===== config.mk =====
export PLATFORM = sky130hd
export DESIGN_NAME = rr_grant_arbiter
export DESIGN_NICKNAME = d
export VERILOG_FILES = /design/src/rtl/rr_grant_arbiter.sv
export SDC_FILE = /design/constraint.sdc
export NUM_CORES = 1
export LEC_CHECK = 0
export ABC_AREA = 1
export CORE_AREA = 2 2 69 45
export CTS_CLUSTER_DIAMETER = 150
export DETAILED_ROUTE_END_ITERATION = 10
export DIE_AREA = 0 0 71 47
export GPL_TIMING_DRIVEN = 0
export PLACE_DENSITY = 0.77
export SLEW_MARGIN = 20
export SYNTH_ARGS = -nofsm -noshare
export SYNTH_HDL_FRONTEND = slang
export SYNTH_SLANG_ARGS = --single-unit

===== constraint.sdc =====
create_clock -name clk -period 1.9 [get_ports clk]
set_input_delay 0.285 -clock clk [delete_from_list [all_inputs] [get_ports clk]]
set_output_delay 0.285 -clock clk [all_outputs]
set_load 0.01 [all_outputs]

===== src/rtl/rr_grant_arbiter.sv =====
// Round-robin grant engine: one owner per tenure, held until done,
// owner drop or hold limit, then handed over with no idle bubble.
module rr_grant_arbiter #(
  parameter int WIDTH    = 8,
  parameter int MAX_HOLD = 16,
  localparam int IW = $clog2(WIDTH),
  localparam int HW = (MAX_HOLD < 1) ? 1 : $clog2(MAX_HOLD + 1)
) (
  input  logic             clk,
  input  logic             rst_n,
  input  logic [WIDTH-1:0] req,
  input  logic [WIDTH-1:0] mask_in,
  input  logic             done,
  output logic [WIDTH-1:0] grant,
  output logic             grant_valid,
  output logic [IW-1:0]    grant_idx
);

  typedef enum logic {
    IDLE,
    BUSY
  } state_t;

  // Saturation point of the tenure counter; with no limit it pins at max.
  localparam logic [HW-1:0] LIM =
    (MAX_HOLD == 0) ? {HW{1'b1}} : HW'(MAX_HOLD - 1);

  state_t           state_q;
  state_t           state_d;
  logic [WIDTH-1:0] grant_d;
  logic [HW-1:0]    hold_cnt;
  logic [HW-1:0]    hold_nxt;

  logic [WIDTH-1:0] others;
  logic [WIDTH-1:0] cand;
  logic [WIDTH-1:0] mcand;
  logic [WIDTH-1:0] pick;
  logic             owner_req;
  logic             at_limit;
  logic             release_now;

  function automatic logic [WIDTH-1:0] lowest(input logic [WIDTH-1:0] x);
    return x & (~x + WIDTH'(1));
  endfunction

  // Candidate selection: masked requesters first, else wrap to lowest.
  always_comb begin
    others      = req & ~grant;
    cand        = (state_q == BUSY) ? others : req;
    mcand       = cand & mask_in;
    pick        = (mcand != '0) ? lowest(mcand) : lowest(cand);
    owner_req   = |(req & grant);
    at_limit    = (MAX_HOLD != 0) && (hold_cnt >= LIM) && (others != '0);
    release_now = (hold_cnt != '0) && (done || !owner_req || at_limit);
  end

  // Next-state, next-grant and tenure counter.
  always_comb begin
    state_d  = state_q;
    grant_d  = grant;
    hold_nxt = hold_cnt;
    unique case (state_q)
      IDLE: begin
        if (req != '0) begin
          grant_d  = pick;
          state_d  = BUSY;
          hold_nxt = '0;
        end
      end
      BUSY: begin
        if (release_now) begin
          hold_nxt = '0;
          if (others != '0) begin
            grant_d = pick;
          end else begin
            grant_d = '0;
            state_d = IDLE;
          end
        end else if (hold_cnt != LIM) begin
          hold_nxt = hold_cnt + 1'b1;
        end
      end
      default: begin
        state_d  = IDLE;
        grant_d  = '0;
        hold_nxt = '0;
      end
    endcase
  end

  // State, grant and counter registers.
  always_ff @(posedge clk or negedge rst_n) begin
    if (!rst_n) begin
      state_q  <= IDLE;
      grant    <= '0;
      hold_cnt <= '0;
    end else begin
      state_q  <= state_d;
      grant    <= grant_d;
      hold_cnt <= hold_nxt;
    end
  end

  // Binary index and valid derived from the grant register.
  always_comb begin
    grant_idx   = '0;
    grant_valid = |grant;
    for (int i = 0; i < WIDTH; i++) begin
      if (grant[i]) grant_idx = IW'(i);
    end
  end

endmodule


Yosys cells after proc, flatten, opt, wreduce, memory -nomap -nowiden --
Cells that the tools add are included.
Storage, ports and cells: register bits after elaboration 14, input bits 19, word-level logic and storage cells 54
Cells by class: add/sub/neg operators 3, magnitude comparators 1, equality and inequality tests 4, muxes and demuxes 21, bitwise operators 9, reduce and logical (&&, ||, !) cells 13
Operators with widths (number):
- 8-bit bitwise AND | 5
- 8-bit 2-to-1 mux | 5
- 8-bit inverter | 3
- 8-bit nonzero test | 3
- 8-bit by 1-bit adder with 8-bit output (second input constant) | 2
- 8-bit one-hot mux with 2 select lines | 1
- 8-bit OR reduction | 2
- 5-bit 2-to-1 mux | 3
- 3-bit 2-to-1 mux | 4
- 5-bit one-hot mux with 2 select lines | 1
- 5-bit by 1-bit adder with 5-bit output (second input constant) | 1
- 5-bit by 4-bit >= comparator with 1-bit output (second input constant) | 1
- 5-bit by 4-bit != test with 1-bit output (second input constant) | 1
- 5-bit nonzero test | 1
- 1-bit 2-to-1 mux | 4
- 2-bit 2-to-1 mux | 2
- 2-bit AND reduction | 2
- 3-bit by 1-bit != test with 1-bit output (second input constant) | 1
- 1-bit logical AND | 2
- 1-bit logical OR | 2
- 2-bit by 1-bit != test with 1-bit output (second input constant) | 1
- 2-bit != test (second input constant) | 1
- 1-bit one-hot mux with 2 select lines | 1
- 1-bit zero test | 1
- 1-bit inverter | 1

Depth between registers and ports, before layout --
depth after elaboration 11, depth in mapped cells 13, mapped depth without buffers 13

Worst setup path before layout --
Ideal clock, no wire load.
path type reg2reg, from reg hold_cnt[0], to reg grant[1], library setup time 0.119 ns, arrival time 1.568 ns, path slack 0.213 ns, stages on the path, launching flop included 14, period minus slack after synthesis 1.687 ns, cell sequence dfrtp_1 > ha_1 > nand2_1 > nor2_1 > ha_1 > nor2_1 > o21ai_0 > nand2_1 > nand2_2 > nand3_4 > nand2_4 > buf_6 > nand2_1 > o21ai_2
Between the ends: word-level cells in the longest chain between the ends 6, elaborated cells between the ends (all ways) 7
RTL lines:
- from (decl) | line 31 | logic [HW-1:0] hold_cnt;
- from (signal assigned) | line 100 | hold_cnt <= hold_nxt;
- 5-bit by 4-bit >= comparator with 1-bit output | line 53 | at_limit = (MAX_HOLD != 0) && (hold_cnt >= LIM) && (others != '0);
- 1-bit logical AND | line 53
- 1-bit logical OR | line 54 | release_now = (hold_cnt != '0) && (done || !owner_req || at_limit);
- 1-bit logical AND (*) | line 54
- 2-bit by 1-bit != test with 1-bit output (no source line) (*)
- 2-bit AND reduction (no source line) (*)
- to (signal assigned) | line 99 | grant <= grant_d;
- to (decl) | line 14 | output logic [WIDTH-1:0] grant,
Every way passes the cells marked *; elsewhere a longest branch is shown, timed or not. A chain may end at the register's enable or synchronous reset.

Worst setup path in the final report --
from reg grant[5], to out grant_idx[1]
Between the ends: word-level cells in the longest chain between the ends 3
RTL lines:
- 3-bit 2-to-1 mux (3 in a row) | line 109 | if (grant[i]) grant_idx = IW'(i);
- to (decl) | line 16 | output logic [IW-1:0] grant_idx
Every way passes these cells.

==> out/qor.yml <==
synth-seq-area-share: 0.277
dieArea_sq_mm: 0.00334
intPower_mw: 1.38
antenna_found_initial: 0
path_max_fanout: 5
dpl.hpwl_mm: 2.61
hold_path_class: "primary input to asynchronous set/reset pin"
drt_first_pass_iters: 5
grt_max_degree: 15
gp_congestion: 0.903
fin_skew_ps: 2.14
yosys.area_share.xor_xnor: 0.0138
arrival_ps: 1550
cts_buffer_depth: 2
setup_viol: 0
synth-seq-cells: 14
max_freq_mhz: 544
sw_frac_of_total: 0.458
globalRouteOverflowTotal: 0
max_slew_margin: 0.583
r2r_slack_ps: 100
p_sw_mw: 1.17
worstSetupPathType: "flop to output pin"
rows: 15
worstSetupEndpoint: "grant_idx[1]"
r2r_end: "hold_cnt[0]"
power.density_mw_per_mm2: 1450
grtUsageTotal: 0.215
ir_worst_vdd_v: 0.000925
cp.required_ps: 1620
drc: 0
cts_root_buffer: "clkbuf_8"
grt_pass1_vias: 1141
cts_num_sinks: 14
crit_path_start_kind: "flop"
multi_input_area_sq_um: 848
synth_top_family_by_area: "simple AND/OR/NAND/NOR gates"
power_frac_comb: 0.681
fillers: 232
outcome: "completed"
timing.final.hold_violations: 0
final_cells: 275
synth_cell_types: 23
antenna_cells: 0
worst_slew_pin_slew_ps: 624
synthAdderAreaFrac: 0.0296
wl_per_cell_microns: 12.4
synth_area_per_cell_sq_um: 6.27
die_h_microns: 47
slew_viol_final: 0
drt-initial-drc-count: 141
place_inst: 266
syn2layout_area_growth_pct: 38.6
initial_core_util: 0.465
r2r_cells: 13
syn-num-nets: 224
insertion_delay_ps: 240
h-tree-depth: 1
via_per_inst: 5.21
num_vias: 1434
end_kind: "output pin"
timing.rr.start: "hold_cnt[1]"
cts-buffers-inserted: 3
drive_gt1_frac: 0.195
ioPinCount: 31
min_period_ps: 1840
cts_tree: "done"
nets: 264
synth_simple_gate_area_frac: 0.490
synth_mux_area_frac: 0
p_seq_frac: 0.208
clk_pin_slew_ps: 50
port-buffer-count: 30
p_leak_nw: 0.865
syn-instance-count: 202
post-route-period-util: 0.967
yosys_warnings: 0
power_frac_clock: 0.111
grt_first_pass_wirelength_mm: 5.29
seq_area_sq_um: 352
ctsHoldBuffers: 0
synth-compound-area-share: 0.107
antenna_left: 0
post-route-util: 0.645
crit_start: "grant[5]"
syn-cell-area_sq_mm: 0.00127
drv_cap: 0
dieWidth_microns: 71
floorplan.core_area_sq_mm: 0.00272
routed_wl_mm: 3.41
==> metal layers <==
layer / part of all wire / wire length [microns] / vias up / track usage
li1: - / - / 730 / -
met1: 0.50 / 1690 / 641 / 0.322
met2: 0.40 / 1370 / 59 / 0.312
met3: 0.094 / 320 / 4 / 0.0515
met4: 0.0091 / 31 / 0 / 0.0566
met5: 0 / 0 / - / 0
==> power groups by stage <==
stage          sequential, mW  combinational (mW)  clock (mW)
6_report                0.529                1.73       0.283
5_1_grt                 0.545                1.88       0.308
4_1_cts                 0.514                1.47       0.292
3_5_place_dp            0.514                1.48           0
3_3_place_gp            0.515                1.47           0
2_1_floorplan           0.517               0.891           0
==> cell families (layout without fill, tap and decap cells) <==
family                   Yosys count  after routing
AO/OA/AOI/OAI                     22             22
XOR/XNOR                           2              2
adder cells (fa/ha/maj)            3              3
buffers and inverters             26             65
flip-flops                        14             14
AND/OR/NAND/NOR                  135            135
==> layout by cell type (no fill, tap or decap), types with 2 or more instances in the layout <==
master	Yosys	routed
a21oi_1	4	4
buf_4	0	4
clkbuf_8	0	4
clkdlybuf4s50_1	0	28
dfrtp_1	14	13
ha_1	3	2
inv_1	22	20
inv_2	3	5
nand2_1	78	74
nand2_2	9	13
nand2_4	2	2
nand3_1	14	12
nand3_2	0	2
nand4_1	9	9
nor2_1	17	15
nor2_4	2	4
o21ai_0	6	4
o21ai_1	4	6
o21ai_2	6	6
o22ai_1	2	2
==> worst min path at each step <==
stage               startpoint  cells past startpoint  endpoint
finish                   rst_n                      1  grant[4]
global route             rst_n                      1  grant[4]
CTS                      rst_n                      1  grant[4]
detailed placement    grant[7]                      2  grant[7]
global placement      grant[7]                      2  grant[7]
floorplan                rst_n                      0  grant[0]
==> critical path, stage by stage (launching register included) <==
cell	delay [ps]
dfrtp_2	440
nor2_4	140
o21ai_0	90
nand3_1	100
clkdlybuf4s50_1	540
==> layout make-up <==
cell class              count  area share
clock buffers               4      0.0314
well taps                  34      0.0242
repair buffers             35       0.199
multi-input cells         162       0.483
plain buffers               1     0.00855
flip-flops and latches     14       0.200
inverters                  25      0.0535
==> what timing repair did <==
action / in CTS / in global routing
resized for setup: 6 / 15
pin swaps: 1 / 5
cloned: 0 / 1
buffers inserted: 0 / 4
setup endpoints to repair: 2 / 15
==> through the flow <==
step	setup WS [ps]	hold slack (ps)	setup TNS [ps]	power (mW)	area, sq um
CTS	4.73	452	0	2.28	1670
floorplan	213	-10.6	0	1.41	1270
finish	62.1	430	0	2.55	1760
global route	-15.6	482	-48.3	2.73	1760
global placement	-84.9	537	-520	1.98	1610
detailed placement	-94.0	532	-602	1.99	1610
==> synth_stat cells <==
cell | n | area [sq um]
nor2_1 | 17 | 63.8
dfrtp_1 | 14 | 350
nand2_2 | 9 | 56.3
or4_1 | 1 | 7.51
a21oi_1 | 4 | 20.0
nor2_2 | 1 | 6.26
o21ai_0 | 6 | 30.0
buf_6 | 1 | 11.3
nor2_4 | 2 | 22.5
o22ai_1 | 2 | 12.5
o21ai_1 | 4 | 20.0
nor3_1 | 1 | 5.00
inv_2 | 3 | 11.3
inv_1 | 22 | 82.6
xor2_1 | 1 | 8.76
nand2_4 | 2 | 22.5
nand4_1 | 9 | 56.3
o21ai_2 | 6 | 52.6
xnor2_1 | 1 | 8.76
ha_1 | 3 | 37.5
nand2_1 | 78 | 293
nand3_1 | 14 | 70.1
nand3_4 | 1 | 17.5
==> sequential cells by signal, indices dropped and copies added, names as in the netlist <==
name and count:
state_q 1, hold_cnt 5, grant 8
(Power assumes the default switching activity.)
